### config.mk
export PLATFORM = sky130hd
export DESIGN_NAME = fexp2_unit
export DESIGN_NICKNAME = d
export VERILOG_FILES = /design/src/rtl/flog_pkg.sv /design/src/rtl/fexp2_lut.sv /design/src/rtl/fexp2_unit.sv
export SDC_FILE = /design/constraint.sdc
export NUM_CORES = 1
export LEC_CHECK = 0
export CAP_MARGIN = 20
export CELL_PAD_IN_SITES_DETAIL_PLACEMENT = 0
export CELL_PAD_IN_SITES_GLOBAL_PLACEMENT = 1
export CORE_ASPECT_RATIO = 1.5
export CORE_MARGIN = 5
export CORE_UTILIZATION = 45
export DETAILED_ROUTE_END_ITERATION = 8
export PLACE_DENSITY_LB_ADDON = 0.1
export SLEW_MARGIN = 20
export SYNTH_ARGS = -nofsm -noshare
export SYNTH_HDL_FRONTEND = slang
export SYNTH_HIERARCHICAL = 1
export SYNTH_SLANG_ARGS = --single-unit
export TNS_END_PERCENT = 5
### constraint.sdc
create_clock -name clk -period 3.7 [get_ports clk]
set_clock_uncertainty 0.2 [all_clocks]
set_input_delay 0.74 -clock clk [delete_from_list [all_inputs] [get_ports clk]]
set_output_delay 0.74 -clock clk [all_outputs]
set_load 0.005 [all_outputs]
### src/rtl/flog_pkg.sv
// Purpose : shared widths, FSM state type and special-value constants for the fexp2 unit.
// Latency : n/a (declarations only).
// Backpr. : n/a.
package flog_pkg;

    localparam int S_WIDTH     = 1;
    localparam int EXP_WIDTH   = 8;
    localparam int FRACT_WIDTH = 7;
    localparam int BIAS        = 127;

    // Biased exponent at which {1,fraction} already sits in Q7.16 unshifted
    // (2^(e-127) * M/2^7 * 2^16 = M * 2^(e-118)).
    localparam logic [EXP_WIDTH-1:0] EXP_ALIGN = 8'd118;
    // |x| >= 128 from here on: 2^x overflows / underflows bfloat16 outright.
    localparam logic [EXP_WIDTH-1:0] EXP_SAT   = 8'd134;
    localparam logic [EXP_WIDTH-1:0] EXP_MAX   = 8'hFF;

    typedef enum logic [2:0] {
        IDLE,
        CLASSIFY,
        ALIGN,
        LOOKUP,
        DONE
    } state_t;

    typedef struct packed {
        logic                   s;
        logic [EXP_WIDTH-1:0]   e;
        logic [FRACT_WIDTH-1:0] f;
    } result_t;

    localparam result_t QNAN = '{s: 1'b0, e: 8'hFF, f: 7'h40};
    localparam result_t INF  = '{s: 1'b0, e: 8'hFF, f: 7'h00};
    localparam result_t ONE  = '{s: 1'b0, e: 8'h7F, f: 7'h00};
    localparam result_t ZERO = '{s: 1'b0, e: 8'h00, f: 7'h00};

endpackage

### src/rtl/fexp2_lut.sv
// Purpose : 256-entry fraction table, LUT[k] = round((2^(k/256)-1)*128) clamped to 127.
// Latency : combinational.
// Backpr. : none (pure lookup).
//
// Ports:
//   i_idx  [7:0] : table index (top 8 bits of the fractional part of x)
//   o_frac [6:0] : bfloat16 fraction of 2^(idx/256)
module fexp2_lut
    import flog_pkg::*;
(
    input  logic [7:0]             i_idx,
    output logic [FRACT_WIDTH-1:0] o_frac
);

    // The table is built at elaboration with integer arithmetic only.
    // Entry k is the count of v in 0..126 whose rounding threshold
    // t_v = 1 + (v+0.5)/128 satisfies t_v^256 <= 2^k, which equals
    // round((2^(k/256)-1)*128) capped at 127. t_v^256 is formed by eight
    // squarings of a Q1.62 mantissa with a separate power-of-two exponent.
    function automatic logic [255:0][6:0] build_lut();
        logic [255:0][6:0] tbl;
        logic [126:0][8:0] thr;
        logic [63:0]       m;
        logic [127:0]      p;
        int                e;
        int                v;
        logic              stop;
        tbl = '0;
        thr = '0;
        for (int i = 0; i < 127; i++) begin
            m = 64'(257 + 2 * i) << 54;
            e = 0;
            for (int s = 0; s < 8; s++) begin
                p = {64'd0, m} * {64'd0, m};
                if (p[125]) begin
                    m = p[126:63];
                    e = 2 * e + 1;
                end else begin
                    m = p[125:62];
                    e = 2 * e;
                end
            end
            // Smallest k with 2^k >= t_v^256.
            thr[7'(i)] = (m == 64'h4000_0000_0000_0000) ? 9'(e) : 9'(e + 1);
        end
        v = 0;
        for (int k = 0; k < 256; k++) begin
            stop = 1'b0;
            while (!stop) begin
                if (v >= 127) begin
                    stop = 1'b1;
                end else if (int'(thr[7'(v)]) > k) begin
                    stop = 1'b1;
                end else begin
                    v = v + 1;
                end
            end
            tbl[8'(k)] = 7'(v);
        end
        return tbl;
    endfunction

    localparam logic [255:0][6:0] LUT = build_lut();

    assign o_frac = LUT[i_idx];

endmodule

### src/rtl/fexp2_unit.sv
// Purpose : bfloat16 2^x, multi-cycle FSM (IDLE/CLASSIFY/ALIGN/LOOKUP/DONE).
// Latency : valid_o rises 3 clock edges after the capture edge, for every operand class.
// Backpr. : return-to-zero handshake; result held in DONE until valid_i drops, no re-capture meanwhile.
//
// Ports:
//   clk, rst (async, active low)
//   sign / exponent / fractional / valid_i : operand, valid held until valid_o seen
//   s_res_o / e_res_o / f_res_o / valid_o  : registered result (sign always 0)
//
// Build option: define FEXP2_ROUND_EN to round the table index (r[15:8]+r[7])
// instead of truncating it; latency is identical in both builds.
module fexp2_unit
    import flog_pkg::*;
(
    input  logic                   clk,
    input  logic                   rst,
    input  logic [S_WIDTH-1:0]     sign,
    input  logic [EXP_WIDTH-1:0]   exponent,
    input  logic [FRACT_WIDTH-1:0] fractional,
    input  logic                   valid_i,
    output logic                   s_res_o,
    output logic [EXP_WIDTH-1:0]   e_res_o,
    output logic [FRACT_WIDTH-1:0] f_res_o,
    output logic                   valid_o
);

    state_t                 r_state;
    logic                   r_sign;
    logic [EXP_WIDTH-1:0]   r_exp;
    logic [FRACT_WIDTH-1:0] r_frac;
    logic                   r_special;
    result_t                r_spec_res;
    logic [23:0]            r_xq;
    result_t                r_res;
    logic                   r_valid;

    // ---------------- CLASSIFY: special operands bypass the datapath ----------
    logic    w_special;
    result_t w_spec_res;

    always_comb begin
        w_special  = 1'b1;
        w_spec_res = ONE;
        if (r_exp == EXP_MAX) begin
            if (r_frac != '0) begin
                w_spec_res = QNAN;
            end else begin
                w_spec_res = r_sign ? ZERO : INF;
            end
        end else if (r_exp == '0) begin
            // Zero and denormals are treated as x = 0.
            w_spec_res = ONE;
        end else if (r_exp >= EXP_SAT) begin
            w_spec_res = r_sign ? ZERO : INF;
        end else begin
            w_special = 1'b0;
        end
    end

    // ---------------- ALIGN: fixed-point x in signed Q8.16 -------------------
    logic [22:0] w_mant;
    logic [22:0] w_mag;
    logic [23:0] w_xq;

    assign w_mant = {15'd0, 1'b1, r_frac};

    // Non-special exponents are <= 133, so a left shift is at most 15 and the
    // magnitude stays below 2^23. Right shifts truncate toward zero.
    always_comb begin
        if (r_exp >= EXP_ALIGN) begin
            w_mag = w_mant << (r_exp - EXP_ALIGN);
        end else begin
            w_mag = w_mant >> (EXP_ALIGN - r_exp);
        end
    end

    assign w_xq = r_sign ? (24'd0 - {1'b0, w_mag}) : {1'b0, w_mag};

    // ---------------- LOOKUP: split x into integer n and fraction r ----------
    // n = floor(xq / 2^16) is simply the top byte of the two's-complement value.
    logic [7:0]             w_n;
    logic [7:0]             w_idx;
    logic                   w_carry;
    logic [9:0]             w_eb;
    logic [FRACT_WIDTH-1:0] w_lut_frac;
    result_t                w_look;
    logic                   w_unused_lsbs;

    assign w_n = r_xq[23:16];

`ifdef FEXP2_ROUND_EN
    logic [8:0] w_idx_sum;
    // Rounding can carry r up to 1.0: wrap idx to 0 and bump n instead.
    assign w_idx_sum     = {1'b0, r_xq[15:8]} + {8'd0, r_xq[7]};
    assign w_idx         = w_idx_sum[7:0];
    assign w_carry       = w_idx_sum[8];
    assign w_unused_lsbs = ^r_xq[6:0];
`else
    assign w_idx         = r_xq[15:8];
    assign w_carry       = 1'b0;
    assign w_unused_lsbs = ^r_xq[7:0];
`endif

    // Biased result exponent as signed 10-bit; n+127(+1) spans -1..255.
    assign w_eb = {{2{w_n[7]}}, w_n} + 10'(BIAS) + {9'd0, w_carry};

    fexp2_lut u_lut (
        .i_idx  (w_idx),
        .o_frac (w_lut_frac)
    );

    always_comb begin
        w_look = ZERO;
        if (w_eb[9] || (w_eb == 10'd0)) begin
            w_look = ZERO;           // below the normal range: flush to +0
        end else if (w_eb >= 10'd255) begin
            w_look = INF;
        end else begin
            w_look.s = 1'b0;
            w_look.e = w_eb[7:0];
            w_look.f = w_lut_frac;
        end
    end

    // ---------------- FSM with registered outputs ---------------------------
    always_ff @(posedge clk or negedge rst) begin
        if (!rst) begin
            r_state    <= IDLE;
            r_sign     <= 1'b0;
            r_exp      <= '0;
            r_frac     <= '0;
            r_special  <= 1'b0;
            r_spec_res <= ZERO;
            r_xq       <= '0;
            r_res      <= ZERO;
            r_valid    <= 1'b0;
        end else begin
            case (r_state)
                IDLE: begin
                    if (valid_i) begin
                        r_sign  <= sign[S_WIDTH-1];
                        r_exp   <= exponent;
                        r_frac  <= fractional;
                        r_state <= CLASSIFY;
                    end
                end
                CLASSIFY: begin
                    r_special  <= w_special;
                    r_spec_res <= w_spec_res;
                    r_state    <= ALIGN;
                end
                ALIGN: begin
                    r_xq    <= w_xq;
                    r_state <= LOOKUP;
                end
                LOOKUP: begin
                    r_res   <= r_special ? r_spec_res : w_look;
                    r_valid <= 1'b1;
                    r_state <= DONE;
                end
                DONE: begin
                    if (!valid_i) begin
                        r_valid <= 1'b0;
                        r_state <= IDLE;
                    end
                end
                default: begin
                    r_valid <= 1'b0;
                    r_state <= IDLE;
                end
            endcase
        end
    end

    assign s_res_o = r_res.s;
    assign e_res_o = r_res.e;
    assign f_res_o = r_res.f;
    assign valid_o = r_valid;

endmodule

==> results.md, run 1 <==
- Worst-path maximum fanout: 15
- Critical path's slowest cell: dfrtp_1
- WL final: 12300 um
- Setup total negative slack: 0 ns
- GPL Wtd Cong: 0.906
- Post-synth EDFFs: 0
- Comb power frac: 0.669
- Port bufs: 34
- Vias in the first global route: 4128
- Dpl ws: 0.252 ns
- Initial Utilization: 0.462
- First-pass GRT wire length: 20400 um
- Min-delay worst type: input pin to async pin
- Max-slew violations: 0
- Count leader, synth: nand2_1
- CTS root buffer: clkbuf_16
- Setup ws final: 0.273 ns
- Width of the die: 93.6 um
- Iteration count of the initial detailed-routing pass: 4
- CP startpoint kind: flop
- Distinct cells, synth: 77
- Top area cells in the synthesized netlist: dfrtp_1 29%, nand2_1 6.5%, mux2_2 4.1%
- Post-synth top area cell: dfrtp_1
- Residual DRC: 0
- CTS tree: done
- Fillcell total: 995
- Crit path top cell by count: mux2i_1
- Main synth FF type: dfrtp_1
- Least-Margin Pin Slew: 0.940 ns
- Cells after DPL: 730
- Sw frac: 0.508
- Post-synthesis compound-gate area fraction: 0.246
- Highest clock rate: 292 MHz
- Worst EP arrival: 3.41 ns
- Largest family of logic cells by synthesized area: compound AO/OA/AOI/OAI gates
- Largest net degree at the start of global routing: 36
- Yosys top cell area share: 0.292
- Total die area: 12700 um^2
- Clock period minus worst slack: 3.43 ns
- Die height: 135 um
- Number of diodes: 0
- Post-Syn Area: 4710 um^2
- Iter 0 DRT Violations: 199
- Core ar.: 10200 um^2
- CTS sink count: 55
- Synth top cells by count: 82 x nand2_1, 55 x dfrtp_1, 47 x nor2_1, 34 x a21oi_1, 29 x o21ai_0
- Lkg Pwr: 2.10 nW
- Pwr Total: 5.67 mW
- CP endpoint kind: flop
- Clock Latency Late Sink: 0.30 ns
- Cells along the critical path: buf_4, mux2i_1, nor3_1, o31ai_2, nand4bb_1, or4_4, a2111oi_4, mux2i_1, nand2_1
- Required time worst endpoint: 3.69 ns
- Reg2reg setup slack: 0.27 ns
- Gr usage total: 0.199
- Ys async rst share: 1.00
- Sequential Power Share: 0.241
- Cell count after synthesis: 577
- Std-Cell Rows: 45
- Post-synthesis adder-cell area fraction: 0.0393
- Critical R2R Launch: r_exp[0]
- Proportion of synthesized area in mux cells: 0.0789
- Vias: 4297
- H-Tree Depth: 2
- Max_cap viols: 0
- Antenna violations before repair: 0
- Status: complete, no violations
- Boundary Pins: 36
- Layout Cells excl Fill: 738
- Rel. slew slack: 0.374
- Unrepaired setup endpoints after global routing: false
- Critical path type: flop to flop
- Register bit total from synthesis: 55
- TritonCTS Buffers: 5
- P_int: 2.79 mW
- Total grt overflow: 0
- Post-Synth Simple-Gate Area: 0.238
- Final Cycle Share: 0.926
- Util after Layout: 0.521
- Crit path launch: r_exp[0]
- Clock Path Buffers: 2
- Final Setup Violations: 0
- Yosys warnings: 6
- Post-Syn Nets: 610
- Max incr delay on CP: 0.69 ns
- Antenna viol nets, final: 0
- Clk pwr share: 0.090
- Vias per inst: 5.82
- Register clock-pin slew on the reported worst setup and hold paths: 0.08 ns
- Final Hold Viols: 0
- Share of layout cells above drive strength 1: 0.119
- Mean Syn Cell Area: 8.17 um^2
- XOR/XNOR Fraction of Synth Area: 0.0351
- Area added between synthesis and finish: 12.6%
- Post-layout nets: 629
- Cts-stage hold buffer count: 0
- Post-CTS setup buffers: 0
- P_sw: 2.88 mW
- Power per Cell Area: 1070 nW/um^2
- Max IR drop VDD: 0.000560 V
- Sequential share of the synthesized area: 0.292
- DP HPWL: 9490 um
- Routed len/inst: 16.7 um
## cell usage in the layout, fill, tap and decap left out, types with 7 or more instances in the layout
cell / count
a211oi_1: 11
a21oi_1: 34
a31oi_1: 11
buf_4: 22
clkdlybuf4s50_1: 33
dfrtp_1: 55
ha_1: 14
inv_1: 16
mux2_2: 17
mux2i_1: 9
nand2_1: 82
nand2b_1: 8
nand3_1: 19
nand3b_1: 8
nor2_1: 47
nor2b_1: 7
nor3_1: 22
o21a_1: 7
o21ai_0: 29
xnor2_1: 10
## logic make-up after synthesis
| family | after synthesis |
|---|---|
| AO/OA/AOI/OAI | 165 |
| XOR/XNOR | 18 |
| adder cells (fa/ha/maj) | 15 |
| buffers and inverters | 62 |
| flip-flops | 55 |
| multiplexers | 30 |
| other | 2 |
| AND/OR/NAND/NOR | 230 |
## state kept, by name, indices dropped and copies added (netlist names)
signal,flops
r_spec_res,3
r_exp,8
e_res_o,8
r_sign,1
r_state,3
r_special,1
r_frac,7
valid_o,1
f_res_o,7
r_xq,16
## power groups by stage
stage	Sequential, mW	Clock (mW)	Combinational, mW
3_5_place_dp	1.37	0	3.77
3_3_place_gp	1.36	0	3.75
5_1_grt	1.43	0.542	4.21
6_report	1.37	0.510	3.79
4_1_cts	1.36	0.518	3.78
2_1_floorplan	1.09	0	3.01
## stage by stage
stage / area (um^2) / hold slack [ns]
after global routing: 5310 / 0.272
after floorplan: 4710 / 0.238
after detailed placement: 5130 / 0.255
after CTS: 5280 / 0.246
final: 5310 / 0.227
after global placement: 5130 / 0.251
## worst max-delay path: cells and delay by family, from the launching register on
| family | cells | cell delay [ns] |
|---|---|---|
| AND/OR/NAND/NOR | 4 | 0.97 |
| multiplexers | 2 | 0.54 |
| flip-flops | 1 | 0.69 |
| buffers and inverters | 1 | 0.24 |
| AO/OA/AOI/OAI | 2 | 0.69 |
## what timing repair did
item / CTS / global route
endpoints found under the setup margin: 0 / 1
gates resized for setup: 0 / 3
endpoints found under the hold margin: 0 / 0
## per-layer routing
metal / track usage / share of wire / up-vias
met3: 0.0222 / 0.026 / 26
li1: - / - / 2134
met2: 0.368 / 0.54 / 93
met1: 0.229 / 0.40 / 2044
met4: 0.0803 / 0.035 / 0
met5: 0 / 0 / -
## layout make-up
class,instances,area (um^2),area share
timing repair buffer,56,500,0.0943
inverter,18,67.6,0.0127
clock inverter,3,27.5,0.00519
sequential,55,1380,0.259
clock buffer,5,125,0.0236
tap,141,176,0.0332
multi-input combinational,460,3030,0.572
## worst paths after layout
check                             end  cells past startpoint
hold reg to reg            f_res_o[4]                      2
min in group clk           f_res_o[4]                      2
setup reg to reg             r_xq[21]                      9
max in group asynchronous  f_res_o[0]                      2
setup / recovery             r_xq[21]                      9
hold / removal                 r_sign                      1
No activity file was read; power rests on OpenSTA's default activity.
==> run 2: changes to the inputs <==
- CAP_MARGIN: 20 -> not set
- SKIP_LAST_GASP: not set -> 1
- clock period: 3.7 -> 3.2 ns (I/O delays scaled with it)
==> run 2 against run 1 <==
Cell count is 4.6% higher. Wire length is 4.6% higher. Setup slack worse by 0.21 ns. Sequential cell count stayed put. Design area is 6.3% higher. Critical endpoint unchanged. Highest routed layer unchanged.
==> results.md, run 2 (same netlist as run 1, synthesis figures left out) <==
- First-pass GRT wire length: 21400 um (was 20400 um)
- Largest net degree at the start of global routing: 34 (was 36)
- Width of the die: 93.6 um (unchanged)
- Final Cycle Share: 0.979 (was 0.926)
- Die height: 135 um (unchanged)
- Critical R2R Launch: r_exp[1] (was r_exp[0])
- Max-slew violations: 0 (unchanged)
- Lkg Pwr: 2.28 nW (was 2.10 nW)
- Clock Path Buffers: 2 (unchanged)
- CTS sink count: 55 (unchanged)
- Core ar.: 10200 um^2 (unchanged)
- Gr usage total: 0.210 (was 0.199)
- CP endpoint kind: flop (unchanged)
- Highest clock rate: 319 MHz (was 292 MHz)
- Std-Cell Rows: 45 (unchanged)
- Required time worst endpoint: 3.19 ns (was 3.69 ns)
- Residual DRC: 0 (unchanged)
- Post-DP Area: 5450 um^2 (was 5130 um^2)
- Worst-path maximum fanout: 17 (was 15)
- GPL Wtd Cong: 0.908 (was 0.906)
- Critical path type: flop to flop (unchanged)
- Final Setup Violations: 0 (unchanged)
- Fillcell total: 991 (was 995)
- DP HPWL: 10100 um (was 9490 um)
- Commonest non-fill, non-tap cell in the layout: nand2_1 (unchanged)
- Routed len/inst: 16.7 um (about the same)
- Most frequent cells in the layout: 82 x nand2_1, 53 x dfrtp_1, 52 x buf_4, 47 x nor2_1, 33 x clkdlybuf4s50_1 (was 82 x nand2_1, 55 x dfrtp_1, 47 x nor2_1, 34 x a21oi_1, 33 x clkdlybuf4s50_1)
- Rel. slew slack: 0.384 (was 0.374)
- Status: complete, no violations (unchanged)
- Total die area: 12700 um^2 (unchanged)
- Hold Crit Start: f_res_o[3]
- Least-Margin Pin Slew: 0.923 ns (was 0.940 ns)
- CTS tree: done (unchanged)
- Vias per inst: 5.72 (was 5.82)
- CP startpoint kind: flop (unchanged)
- Register clock-pin slew on the reported worst setup and hold paths: 0.08 ns (about the same)
- Worst EP arrival: 3.12 ns (was 3.41 ns)
- Unrepaired setup endpoints after global routing: true (was false)
- Iteration count of the initial detailed-routing pass: 5 (was 4)
- Antenna viol nets, final: 0 (unchanged)
- Post-layout nets: 663 (was 629)
- WL final: 12900 um (was 12300 um)
- Cells after DPL: 763 (was 730)
- Vias in the first global route: 4330 (was 4128)
- Crit path launch: r_exp[1] (was r_exp[0])
- Iter 0 DRT Violations: 266 (was 199)
- Vias: 4415 (was 4297)
- Port bufs: 34 (unchanged)
- Boundary Pins: 36 (unchanged)
- Layout Cells excl Fill: 772 (was 738)
- Post-route cell area: 5640 um^2 (was 5310 um^2)
- CTS root buffer: clkbuf_16 (unchanged)
- Min-delay worst type: flop to flop (was input pin to async pin)
- Clock period minus worst slack: 3.13 ns (was 3.43 ns)
- Power per Cell Area: 1270 nW/um^2 (was 1070 nW/um^2)
- Antenna violations before repair: 0 (unchanged)
- TritonCTS Buffers: 5 (unchanged)
- Max_cap viols: 0 (unchanged)
- Total grt overflow: 0 (unchanged)
- H-Tree Depth: 2 (unchanged)
- Max IR drop VDD: 0.000651 V (was 0.000560 V)
- Number of diodes: 0 (unchanged)
- Final Hold Viols: 0 (unchanged)
- Max reg flops: 16 (unchanged)
- Share of layout cells above drive strength 1: 0.174 (was 0.119)
- Initial Utilization: 0.462 (unchanged)
- Reg with most FFs: r_xq (unchanged)
- Clock Latency Late Sink: 0.30 ns (about the same)
- Area added between synthesis and finish: 19.7% (was 12.6%)
[run 2: cell count changes in the layout (fill, tap and decap cells not counted), sizes merged]
cell	change
dlygate4sd3	+1
buf	+33
[run 2: routing by layer]
layer | vias up | wire, um | global-route usage | part of all wire
met3 | 31 | 427 | 0.0206 | 0.033
met5 | - | 0 | 0 | 0
met1 | 2062 | 5000 | 0.236 | 0.39
met2 | 111 | 7000 | 0.393 | 0.54
met4 | 0 | 474 | 0.0932 | 0.037
li1 | 2211 | - | - | -
[run 2: power breakdown]
part	switching (mW)	total, mW	internal [mW]
sequential	0.576	1.57	0.994
clock	0.278	0.576	0.298
combinational	2.61	5.00	2.39
total	3.47	7.14	3.68
[run 2: final cells by class]
cell class	count	area (um^2)	area share
Tap cell	141	176	0.0313
Clock inverter	3	27.5	0.00488
Sequential cell	55	1380	0.244
Clock buffer	5	125	0.0222
Multi-Input combinational cell	460	3070	0.544
Timing Repair Buffer	90	796	0.141
Inverter	18	67.6	0.0120
[run 2: critical path: stages (launching register included)]
cell and delay (ns):
dfrtp_2 0.43, buf_12 0.16, mux4_2 0.53, and3_1 0.21, nor3_2 0.14, nand4bb_1 0.18, or4_4 0.56, a2111oi_4 0.35
mux2i_1 0.22, nand2_1 0.06
[run 2: repair_timing]
action | 4_1_cts | 5_1_grt
hold buffers | 1 | 0
endpoints found under the hold margin | 2 | 0
pin swaps | 1 | 1
resized for setup | 1 | 5
endpoints found under the setup margin | 2 | 13
setup buffers | 0 | 0
[run 2: worst paths after layout]
path                              end  slack, ns  cells past startpoint
min                        f_res_o[3]       0.27                      2
max reg2reg                  r_xq[21]       0.07                      9
min reg2reg                f_res_o[3]       0.27                      2
min in group asynchronous    r_xq[15]       0.52                      2
max in group asynchronous    r_exp[6]       1.60                      3
max                          r_xq[21]       0.07                      9
[run 2: stage by stage]
stage / TNS, ns / hold slack (ns) / setup slack [ns] / power, mW / util
after floorplan: 0 / 0.144 / 0.000133 / 4.81 / -
after global placement: -0.00513 / 0.251 / -0.00513 / 6.45 / 0.534
after detailed placement: -0.0388 / 0.257 / -0.0279 / 6.50 / 0.534
after CTS: 0 / 0.276 / 0.0129 / 7.11 / 0.551
after global routing: -0.289 / 0.295 / -0.0664 / 7.80 / 0.554
final: 0 / 0.271 / 0.0676 / 7.14 / 0.554
==> run 3: changes to the inputs <==
- CORE_MARGIN: 5 -> 2
==> run 3 against run 2 <==
The run now ends with setup timing left. Worst hold slack lost 0.18 ns. Maximum frequency shrank 2.7%. Setup slack lost 0.086 ns. Highest routed layer unchanged. Via count grew 0.59%. Critical path depth is the same. First-iteration DRC count shrank 22%. Utilization grew 0.098 points. Global-route usage grew 3.1 points. Wire length is essentially flat.
==> results.md, run 3 (same netlist as run 1, synthesis figures left out) <==
- Max_cap viols: 0 (unchanged)
- Cells after DPL: 742 (was 763)
- Final Hold Viols: 0 (unchanged)
- Fillcell total: 981 (was 991)
- WL final: 12900 um (about the same)
- Crit path launch: r_exp[1] (unchanged)
- Worst EP arrival: 3.21 ns (was 3.12 ns)
- Post-route cell area: 5620 um^2 (was 5640 um^2)
- Antenna viol nets, final: 0 (unchanged)
- Residual DRC: 0 (unchanged)
- Antenna violations before repair: 0 (unchanged)
- Power per Cell Area: 1310 nW/um^2 (was 1270 nW/um^2)
- Clock period minus worst slack: 3.22 ns (was 3.13 ns)
- Final Setup Violations: 3 (was 0)
- Share of layout cells above drive strength 1: 0.179 (was 0.174)
- Rel. slew slack: 0.383 (was 0.384)
- Min Hold Slack: 0.0869 ns (was 0.271 ns)
- Status: complete, but fails checks (was complete, no violations)
- Vias per inst: 5.92 (was 5.72)
- CTS tree: done (unchanged)
- Number of diodes: 0 (unchanged)
- CTS root buffer: clkbuf_16 (unchanged)
- Area added between synthesis and finish: 19.3% (was 19.7%)
- Critical path's slowest cell: or4_4 (unchanged)
- Register clock-pin slew on the reported worst setup and hold paths: 0.07 ns (was 0.08 ns)
- Cts-stage hold buffer count: 0 (was 1)
- Iter 0 DRT Violations: 207 (was 266)
- Setup ws final: -0.0188 ns (was 0.0676 ns)
- Commonest non-fill, non-tap cell in the layout: nand2_1 (unchanged)
- Iteration count of the initial detailed-routing pass: 4 (was 5)
- Max IR drop VDD: 0.000766 V (was 0.000651 V)
- Clock Latency Late Sink: 0.30 ns (about the same)
- CTS sink count: 55 (unchanged)
- H-Tree Depth: 2 (unchanged)
- Unrepaired setup endpoints after global routing: true (unchanged)
- Routed len/inst: 17.2 um (was 16.7 um)
- Vias: 4441 (was 4415)
- DP HPWL: 10100 um (about the same)
- Clock Path Buffers: 2 (unchanged)
- Largest net degree at the start of global routing: 36 (was 34)
- CP startpoint kind: flop (unchanged)
- Initial Utilization: 0.465 (was 0.462)
- Reg with most FFs: r_xq (unchanged)
- Core ar.: 10100 um^2 (was 10200 um^2)
- Lkg Pwr: 2.29 nW (was 2.28 nW)
- Total die area: 11300 um^2 (was 12700 um^2)
- Layout Cells excl Fill: 750 (was 772)
- GPL Wtd Cong: 0.916 (was 0.908)
- Post-DP Area: 5430 um^2 (was 5450 um^2)
- GR met2 Demand/Resource: 0.459 (was 0.393)
- Post-CTS setup buffers: 0 (unchanged)
- Most frequent cells in the layout: 82 x nand2_1, 56 x buf_4, 52 x dfrtp_1, 47 x nor2_1 (was 82 x nand2_1, 53 x dfrtp_1, 52 x buf_4, 47 x nor2_1, 33 x clkdlybuf4s50_1)
- Width of the die: 87.6 um (was 93.6 um)
- Post-layout nets: 665 (was 663)
- Max reg flops: 16 (unchanged)
- Max-slew violations: 0 (unchanged)
- Cells along the critical path: buf_12, mux4_2, and3_1, nor3_2, nand4bb_1, or4_4, a2111oi_4, mux2i_1, nand2_1 (unchanged)
- Die height: 129 um (was 135 um)
- Busiest grt layer: met2 (unchanged)
- Port bufs: 34 (unchanged)
- Met1 global-route usage: 0.271 (was 0.236)
- Routing usage on met3: 0.0236 (was 0.0206)
- Std-Cell Rows: 45 (unchanged)
- Final Cycle Share: 1.01 (was 0.979)
- Failing checks: setup timing
- Max incr delay on CP: 0.55 ns (was 0.56 ns)
- TritonCTS Buffers: 5 (unchanged)
- Util after Layout: 0.555 (was 0.554)
- Worst-path maximum fanout: 26 (was 17)
- Min-delay worst type: input pin to async pin (was flop to flop)
- Total grt overflow: 0 (unchanged)
- CP endpoint kind: flop (unchanged)
- Critical R2R Launch: r_exp[1] (unchanged)
- Vias in the first global route: 4360 (was 4330)
- Boundary Pins: 36 (unchanged)
- First-pass GRT wire length: 21700 um (was 21400 um)
- Gr usage total: 0.241 (was 0.210)
- Highest clock rate: 311 MHz (was 319 MHz)
- Critical path type: flop to flop (unchanged)
- Least-Margin Pin Slew: 0.925 ns (was 0.923 ns)
- Required time worst endpoint: 3.19 ns (about the same)
run 3: power breakdown:
group	internal, mW	switching [mW]
combinational	2.44	2.68
clock	0.373	0.271
sequential	0.996	0.575
total	3.81	3.53
run 3: final cells by class:
class                      instances  area, um^2  share of cell area
sequential                        55        1380               0.246
multi-input combinational        460        3060               0.545
clock buffer                       6         129              0.0229
inverter                          18        67.6              0.0120
tap                              117         146              0.0260
timing repair buffer              92         796               0.142
clock inverter                     2        38.8             0.00690
run 3: worst paths after layout:
check / cells past startpoint / end / slack (ns)
max: 9 / r_xq[21] / -0.02
min: 1 / f_res_o[4] / 0.09
max reg2reg: 9 / r_xq[21] / -0.02
min reg2reg: 2 / f_res_o[5] / 0.27
max in group asynchronous: 2 / r_exp[0] / 1.83
min in group clk: 2 / f_res_o[5] / 0.27
run 3: critical path, delay by kind of cell (launching register included):
kind | cells | cell delay, ns
buffers and inverters | 1 | 0.18
AND/OR/NAND/NOR | 5 | 1.18
AO/OA/AOI/OAI | 1 | 0.36
multiplexers | 2 | 0.77
flip-flops | 1 | 0.42
run 3: routing by layer:
metal,wire [um],up-vias
li1,-,2219
met1,5170,2111
met2,7120,88
met3,256,23
met4,363,0
met5,0,-
run 3: timing repair:
action                                  in CTS  in global routing
gates resized for setup                      0                  6
endpoints found under the setup margin       3                 15
pin swaps                                    1                  0
run 3: through the flow:
step	worst slack (ns)	power, mW	setup TNS (ns)
floorplan	0.000133	4.81	0
global placement	0.0329	6.55	0
detailed placement	-0.0286	6.61	-0.0375
CTS	-0.0311	7.29	-0.0311
global route	-0.160	7.95	-1.03
finish	-0.0188	7.34	-0.0310
